**src/rtl/retro_memory_pkg.sv**
```systemverilog
// Shared types for the retro memory block-copy/fill engine.
// Widths here are the defaults used by retro_memory_copy.
package retro_memory_pkg;

  localparam int unsigned AddrWidth = 16;
  localparam int unsigned DataWidth = 8;
  localparam int unsigned LenWidth  = 16;

  typedef enum logic [2:0] {
    StIdle,
    StReadReq,
    StReadWait,
    StWriteReq,
    StFinish
  } state_e;

  // Latched command; src/dst/length double as the running counters.
  typedef struct packed {
    logic [AddrWidth-1:0] src;
    logic [AddrWidth-1:0] dst;
    logic [LenWidth-1:0]  length;
    logic                 fill;
    logic [DataWidth-1:0] data;
  } cmd_t;

endpackage

```
**src/rtl/retro_memory_copy.sv**
```systemverilog
// Block-copy/fill engine: initiator side of the retro memory port.
// Moves words src->dst (copy) or writes a constant (fill), one request at a time.
module retro_memory_copy
  import retro_memory_pkg::*;
#(
  parameter int unsigned AddressBusWidth = AddrWidth,
  parameter int unsigned DataBusWidth    = DataWidth,
  parameter int unsigned LengthWidth     = LenWidth
) (
  input  logic                       clk,
  input  logic                       reset,
  input  logic                       start,
  input  logic                       fill,
  input  logic [AddressBusWidth-1:0] src_address,
  input  logic [AddressBusWidth-1:0] dst_address,
  input  logic [LengthWidth-1:0]     length,
  input  logic [DataBusWidth-1:0]    fill_data,
  output logic                       busy,
  output logic                       done,
  output logic                       mem_access,
  output logic                       mem_write,
  output logic [AddressBusWidth-1:0] mem_address,
  output logic [DataBusWidth-1:0]    mem_din,
  input  logic [DataBusWidth-1:0]    mem_dout,
  input  logic                       mem_ready,
  input  logic                       mem_data_ready
);

  state_e                     state_q, state_d;
  cmd_t                       cmd_q, cmd_d;
  logic [DataBusWidth-1:0]    buf_q, buf_d;
  logic                       access_d, write_d;
  logic [AddressBusWidth-1:0] address_d;
  logic [DataBusWidth-1:0]    din_d;
  logic                       accept;

  assign accept = mem_access & mem_ready;

  always_comb begin
    state_d = state_q;
    cmd_d   = cmd_q;
    buf_d   = buf_q;
    unique case (state_q)
      StIdle: begin
        if (start) begin
          cmd_d = '{src: src_address, dst: dst_address, length: length,
                    fill: fill, data: fill_data};
          if (length == '0) begin
            state_d = StFinish;
          end else if (fill) begin
            state_d = StWriteReq;
          end else begin
            state_d = StReadReq;
          end
        end
      end
      StReadReq: begin
        if (accept) state_d = StReadWait;
      end
      StReadWait: begin
        if (mem_data_ready) begin
          buf_d   = mem_dout;
          state_d = StWriteReq;
        end
      end
      StWriteReq: begin
        if (accept) begin
          cmd_d.src    = cmd_q.src + AddrWidth'(1);
          cmd_d.dst    = cmd_q.dst + AddrWidth'(1);
          cmd_d.length = cmd_q.length - LenWidth'(1);
          if (cmd_q.length == LenWidth'(1)) begin
            state_d = StFinish;
          end else if (!cmd_q.fill) begin
            state_d = StReadReq;
          end
        end
      end
      StFinish: state_d = StIdle;
      default:  state_d = StIdle;
    endcase
  end

  // Port outputs are registered, so they are derived from the next state;
  // an unaccepted request recomputes identical values and thus holds.
  always_comb begin
    access_d  = (state_d == StReadReq) || (state_d == StReadWait) || (state_d == StWriteReq);
    write_d   = (state_d == StWriteReq);
    address_d = '0;
    din_d     = '0;
    if (access_d) address_d = write_d ? cmd_d.dst : cmd_d.src;
    if (write_d)  din_d = cmd_d.fill ? cmd_d.data : buf_d;
  end

  always_ff @(posedge clk or posedge reset) begin
    if (reset) begin
      state_q     <= StIdle;
      cmd_q       <= '0;
      buf_q       <= '0;
      mem_access  <= 1'b0;
      mem_write   <= 1'b0;
      mem_address <= '0;
      mem_din     <= '0;
    end else begin
      state_q     <= state_d;
      cmd_q       <= cmd_d;
      buf_q       <= buf_d;
      mem_access  <= access_d;
      mem_write   <= write_d;
      mem_address <= address_d;
      mem_din     <= din_d;
    end
  end

  assign busy = (state_q == StReadReq) || (state_q == StReadWait) || (state_q == StWriteReq);
  assign done = (state_q == StFinish);

endmodule
```
**config.mk**
```make
export PLATFORM = sky130hd
export DESIGN_NAME = retro_memory_copy
export DESIGN_NICKNAME = d
export VERILOG_FILES = /design/src/rtl/retro_memory_pkg.sv /design/src/rtl/retro_memory_copy.sv
export SDC_FILE = /design/constraint.sdc
export NUM_CORES = 1
export LEC_CHECK = 0
export CELL_PAD_IN_SITES_DETAIL_PLACEMENT = 1
export CELL_PAD_IN_SITES_GLOBAL_PLACEMENT = 2
export CORE_MARGIN = 3
export CORE_UTILIZATION = 29
export CTS_CLUSTER_DIAMETER = 40
export DETAILED_ROUTE_END_ITERATION = 7
export GPL_TIMING_DRIVEN = 0
export PLACE_DENSITY = 0.86
export SLEW_MARGIN = 20
export SYNTH_ARGS = -nofsm -noshare
export SYNTH_HDL_FRONTEND = slang
export SYNTH_SLANG_ARGS = --single-unit
```
**constraint.sdc**
```tcl
create_clock -name clk -period 2.9 [get_ports clk]
set_input_delay 0.58 -clock clk [delete_from_list [all_inputs] [get_ports clk]]
set_output_delay 0.58 -clock clk [all_outputs]
set_load 0.03 [all_outputs]
```
==> results.sh, run 1 <==
export IMPL_run_status="finished clean"
export IMPL_max_slew_margin_rel_pct=51.93
export IMPL_p_int_mw=4.114
export IMPL_timing_rr_start="state_q[0]"
export IMPL_synth_nets=587
export IMPL_numPortBuffers=97
export IMPL_drt_initial_drc_count=267
export IMPL_final_max_slew_viol_count=0
export IMPL_cts_root_buffer="clkbuf_16"
export IMPL_setup_violations_final=0
export IMPL_firstDrtPassIters=4
export IMPL_syn2layout_area_growth_pct=34.69
export IMPL_synth_distinct_cells=71
export IMPL_tightest_slew_ns=0.7144
export IMPL_ff2ff_path_depth=8
export IMPL_ios=98
export IMPL_hp_start="cmd_q[2]"
export IMPL_cp_required_ns=3.14
export IMPL_cts_hold_buffers=0
export IMPL_die_area_mm2=0.01855
export IMPL_design_final_nets=701
export IMPL_place_gp_congestion=0.8351
export IMPL_final_min_clock_period_ns=2.836
export IMPL_cts_htree_levels=3
export IMPL_start_util_pct=30.29
export IMPL_syn_inst=513
export IMPL_cap_violations=0
export IMPL_syn_area_per_cell_um2=9.583
export IMPL_cts_num_sinks=94
export IMPL_finalHoldViolCount=0
export IMPL_fin_area_mm2=0.006621
export IMPL_power_mw=7.404
export IMPL_place_hpwl_um=12650
export IMPL_vias_per_cell=5.382
export IMPL_drc_errors=0
export IMPL_irDropWorstVdd_v=0.0005493
export IMPL_drive_gt1_share_pct=10.95
export IMPL_grt_overflow=0
export IMPL_skew_ns=0.008970
export IMPL_die_height_um=136.2
export IMPL_antenna_found_initial=0
export IMPL_fmax_ghz=0.3527
export IMPL_crit_path_end_kind="register"
export IMPL_core_mm2=0.01623
export IMPL_ant_nets=0
export IMPL_cts_clk_slew_worst_paths_ns=0.06
export IMPL_yosysSeqAreaShare_pct=47.85
export IMPL_syn_cell_area_mm2=0.004916
export IMPL_critPathLaunchType="input pin"
export IMPL_ys_seq_elements=94
export IMPL_cp_max_fo=8
export IMPL_async_flop_share_pct=100.0
export IMPL_grt_max_degree=24
export IMPL_yosys_warnings=0
export IMPL_numCtsBuffers=9
export IMPL_path_class="in2reg"
export IMPL_hold_class="reg2reg"
export IMPL_worstHoldPathCells=2
export IMPL_placed_cell_area_mm2=0.006271
export IMPL_leakage_nw=2.721
export IMPL_cts_tree="yes"
export IMPL_fin_util_pct=40.80
export IMPL_wl_per_cell_um=20.08
export IMPL_ctsLongestPathBuffers=2
export IMPL_min_period_over_period_pct=97.78
export IMPL_switching_share_pct=44.44
export IMPL_grt_pass1_wl_um=26900
export IMPL_crit_start="length[9]"
export IMPL_power_frac_seq_pct=32.0
export IMPL_die_x_um=136.2
export IMPL_combPwrFrac_pct=52.5
export IMPL_diodes=0
export IMPL_power_density_mw_per_mm2=1118
export IMPL_rows=46
export IMPL_via_count=4553
export IMPL_grt_pass1_vias=4935
export IMPL_totalWireLength_um=16990
export IMPL_p_sw_mw=3.290
export IMPL_grtUsageTotal_pct=18.74
export IMPL_synth_flop_cell="dfrtp_1"
export IMPL_arrival_ns=3.07
export IMPL_clkPwrFrac_pct=15.5
export IMPL_insertion_delay_ns=0.35
export IMPL_synth_edff_count=0
[cells in the final DEF (no fill, tap or decap), drive strengths merged, types with 7 or more instances in the layout]
| cell type | synthesis | final |
|---|---|---|
| a21o | 8 | 8 |
| nand3 | 31 | 31 |
| nor2 | 36 | 36 |
| mux2 | 8 | 8 |
| nand4 | 10 | 10 |
| a21oi | 12 | 12 |
| or3 | 8 | 8 |
| o211ai | 22 | 22 |
| nor4 | 13 | 13 |
| nor3 | 16 | 16 |
| clkdlybuf4s50 | 0 | 96 |
| o311ai | 12 | 12 |
| nand2 | 82 | 82 |
| dfrtp | 94 | 94 |
| clkbuf | 15 | 27 |
| o21ai | 30 | 30 |
| or4 | 7 | 7 |
| inv | 14 | 13 |
| a221o | 10 | 10 |
| buf | 11 | 18 |
[cell type report]
type	instances	area [um2]
inverter	15	60.06
multi-input combinational	378	2415
timing repair buffer	104	1106
clock buffer	13	270.3
buffer	25	142.6
tap	216	270.3
clock inverter	1	5.005
sequential	94	2352
fill	1861	9609
[path summary, 6_finish.rpt]
check | to | slack (ns)
worst min-delay path | cmd_q[2] | 0.48
max in group asynchronous | mem_address[9] | 1.27
worst min register to register | cmd_q[2] | 0.48
worst max-delay path | mem_address[15] | 0.06
min in group asynchronous | cmd_q[6] | 0.63
worst max register to register | mem_address[10] | 0.26
[power by group through the flow]
stage               combinational (mW)  clock, mW  sequential (mW)
CTS                               3.87       1.18             2.36
finish                            3.89       1.14             2.37
global route                      4.26       1.22             2.45
global placement                  3.70          0             2.34
detailed placement                3.81          0             2.38
floorplan                         2.30          0             2.54
[kinds of logic after synthesis]
| logic type | Yosys count | share of synthesized area (%) |
|---|---|---|
| buffers and inverters | 41 | 3.996 |
| AO/OA/AOI/OAI | 130 | 19.95 |
| adder cells (fa/ha/maj) | 5 | 1.222 |
| multiplexers | 13 | 2.851 |
| XOR/XNOR | 3 | 0.5346 |
| flip-flops | 94 | 47.85 |
| AND/OR/NAND/NOR | 227 | 23.59 |
[repair_timing]
action / 4_1_cts / 5_1_grt
endpoints found under the setup margin: 38 / 20
gates resized for setup: 10 / 8
hold endpoints to repair: 0 / 0
setup buffers: 1 / 2
pin swaps: 1 / 2
[through the flow]
step	setup WS (ns)	setup TNS, ns	std cells	hold slack [ns]
CTS	0.01784	0	845	0.4852
global placement	-0.6316	-25.46	826	0.4576
global route	-0.01848	-0.01848	846	0.5026
floorplan	0.3894	0	513	0.4413
finish	0.06446	0	846	0.4808
detailed placement	-0.6992	-29.50	830	0.4680
[synthesized netlist by cell type, types with 3 or more instances]
library cell,count,share of area [%]
o21ai_0,30,3.1
nor3_2,8,1.6
a2bb2oi_1,6,1.1
a221o_1,10,2.0
and3_1,4,0.51
nand4_1,10,1.3
nor2_1,35,2.7
o211a_1,3,0.61
mux2i_1,5,1.0
buf_2,4,0.41
dfrtp_1,94,48
inv_1,12,0.92
mux2_2,8,1.8
o21a_1,3,0.46
a22oi_1,6,0.92
a21o_1,8,1.2
buf_6,4,0.92
a21oi_1,11,1.1
or3_1,8,1.0
or4_1,7,1.1
nor4_1,13,1.7
o311ai_0,11,2.0
nor3_1,8,0.81
clkbuf_1,15,1.1
nand3_1,31,3.2
nand2_1,81,6.2
ha_1,4,1.0
o211ai_1,22,3.4
[critical path, cell delays in order]
cell and delay [ns]:
clkdlybuf4s50_1 0.46, or4b_2 0.70, and4bb_2 0.34, a21o_1 0.18, and3_1 0.21, inv_2 0.11, maj3_1 0.38, o21a_1 0.12
[per-layer routing]
| layer | track usage (%) | share of wire, % | vias up |
|---|---|---|---|
| met5 | 0 | 0 | - |
| met4 | 3.527 | 0.78 | 0 |
| met3 | 4.293 | 5.5 | 10 |
| met2 | 31.84 | 49 | 116 |
| met1 | 24.67 | 44 | 2286 |
| li1 | - | - | 2141 |
[registers in the layout, summed over array words and instances, names as in the netlist]
| signal | flops |
|---|---|
| cmd_q | 57 |
| mem_address | 16 |
| mem_access | 1 |
| buf_q | 8 |
| mem_din | 8 |
| state_q | 3 |
| mem_write | 1 |
Power figures use the tool's default switching activity.
==> inputs of run 2 (changes only) <==
--- a/config.mk
+++ b/config.mk
@@ -12,7 +12,7 @@
 export CTS_CLUSTER_DIAMETER = 40
 export DETAILED_ROUTE_END_ITERATION = 7
 export GPL_TIMING_DRIVEN = 0
-export PLACE_DENSITY = 0.86
+export PLACE_DENSITY = 0.74
 export SLEW_MARGIN = 20
 export SYNTH_ARGS = -nofsm -noshare
 export SYNTH_HDL_FRONTEND = slang
==> results.sh, run 2 (same netlist as run 1, synthesis figures left out) <==
export IMPL_arrival_ns=3.13
export IMPL_final_max_slew_viol_count=0
export IMPL_core_mm2=0.01623
export IMPL_die_area_mm2=0.01855
export IMPL_totalWireLength_um=17050
export IMPL_cts_htree_levels=3
export IMPL_leakage_nw=2.688
export IMPL_place_hpwl_um=12890
export IMPL_fillers=1848
export IMPL_final_cells=846
export IMPL_ios=98
export IMPL_fin_util_pct=40.43
export IMPL_largest_reg_flops=57
export IMPL_drc_errors=0
export IMPL_final_min_clock_period_ns=2.890
export IMPL_critPathBufInv=2
export IMPL_final_cell_mix="96 x clkdlybuf4s50_1, 94 x dfrtp_1, 80 x nand2_1"
export IMPL_skew_ns=0.009307
export IMPL_register_area_mm2=0.002352
export IMPL_cp_cell_sequence="clkdlybuf4s50_1, or4b_2, and4bb_2, a21o_1, and3_1, inv_2, maj3_1, o21a_1"
export IMPL_diodes=0
export IMPL_final_common_cell="clkdlybuf4s50_1"
export IMPL_grt_pass1_wl_um=27540
export IMPL_worst_path_max_delay_cell="or4b_2"
export IMPL_irDropWorstVdd_v=0.0004467
export IMPL_power_mw=7.422
export IMPL_cts_clk_slew_worst_paths_ns=0.07
export IMPL_pre_cts_ws_ns=-0.6708
export IMPL_finalHoldViolCount=0
export IMPL_dp_cells=829
export IMPL_antenna_found_initial=0
export IMPL_via_count=4577
export IMPL_final_setup_worst_slack_ns=0.01034
export IMPL_fmax_ghz=0.3461
export IMPL_ctsLongestPathBuffers=2
export IMPL_hold_class="reg2reg"
export IMPL_max_stage_delay_ns=0.73
export IMPL_path_class="in2reg"
export IMPL_crit_path_end_kind="register"
export IMPL_die_x_um=136.2
export IMPL_firstDrtPassIters=6
export IMPL_insertion_delay_ns=0.35
export IMPL_drt_initial_drc_count=262
export IMPL_run_status="finished clean"
export IMPL_numPortBuffers=97
export IMPL_grtUsageTotal_pct=19.20
export IMPL_cp_required_ns=3.14
export IMPL_numCtsBuffers=9
export IMPL_vias_per_cell=5.410
export IMPL_cap_violations=0
export IMPL_cts_tree="yes"
export IMPL_drive_gt1_share_pct=11.11
export IMPL_cts_hold_buffers=0
export IMPL_tightest_slew_ns=0.7377
export IMPL_ant_nets=0
export IMPL_min_period_over_period_pct=99.64
export IMPL_top_register="cmd_q"
export IMPL_design_final_nets=699
export IMPL_start_util_pct=30.29
export IMPL_wl_per_cell_um=20.15
export IMPL_setup_violations_final=0
export IMPL_cts_root_buffer="clkbuf_16"
export IMPL_place_gp_congestion=0.8362
export IMPL_syn2layout_area_growth_pct=33.49
export IMPL_top_regs="cmd_q: 57 flops, mem_address: 16 flops"
export IMPL_grt_max_degree=32
export IMPL_grt_overflow=0
export IMPL_critPathLaunchType="input pin"
export IMPL_multi_input_area_mm2=0.002405
export IMPL_power_density_mw_per_mm2=1131
export IMPL_die_height_um=136.2
export IMPL_rows=46
export IMPL_rsz0062_at_grt="no"
export IMPL_cp_max_fo=8
export IMPL_whs_ns=0.4754
export IMPL_grt_pass1_vias=5002
export IMPL_cts_num_sinks=94
export IMPL_max_slew_margin_rel_pct=50.37
export IMPL_crit_family="simple AND/OR/NAND/NOR gates"
run 2: final cells by class:
class	instances	share of cell area, %
buffer	26	2.250
clock buffer	10	3.642
tap	216	4.118
sequential	94	35.84
inverter	15	0.9152
clock inverter	6	0.7817
timing repair buffer	101	15.81
multi-input combinational	378	36.64
run 2: final timing paths:
kind,startpoint,end,slack [ns],cells past startpoint
worst max-delay path,length[9],mem_address[15],0.01,8
worst min-delay path,cmd_q[7],cmd_q[7],0.48,2
worst max register to register,state_q[0],mem_din[6],0.24,9
worst min register to register,cmd_q[7],cmd_q[7],0.48,2
max in group asynchronous,reset,mem_address[4],1.67,4
min in group asynchronous,reset,mem_din[0],0.57,2
run 2: tightest hold or removal path: stages, from the launching register on:
cell and delay [ns]:
dfrtp_1 0.33, nand2_1 0.04, nand2_1 0.07
run 2: routing by layer:
layer | share of wire [%] | GRT usage, % | vias to the layer above
met1 | 46 | 25.36 | 2270
met2 | 47 | 31.84 | 126
met5 | 0 | 0 | -
met3 | 4.4 | 2.998 | 29
met4 | 2.3 | 7.111 | 0
li1 | - | - | 2152
run 2: through the flow:
step | area [um2] | TNS (ns)
CTS | 6539 | 0
global placement | 6161 | -26.43
floorplan | 4920 | 0
detailed placement | 6221 | -30.70
global route | 6563 | 0
finish | 6563 | 0
run 2: report_power, final:
part | total, mW | leakage [nW] | internal, mW | switching (mW)
Sequential | 2.36 | 1.18 | 1.91 | 0.456
Combinational | 3.87 | 1.36 | 1.54 | 2.33
Clock | 1.18 | 0.145 | 0.620 | 0.565
run 2: repair_timing:
action / in CTS / in global routing
gates resized for setup: 10 / 6
buffers inserted: 1 / 0
setup endpoints to repair: 46 / 12
gates cloned: 0 / 0
pin swaps: 1 / 0
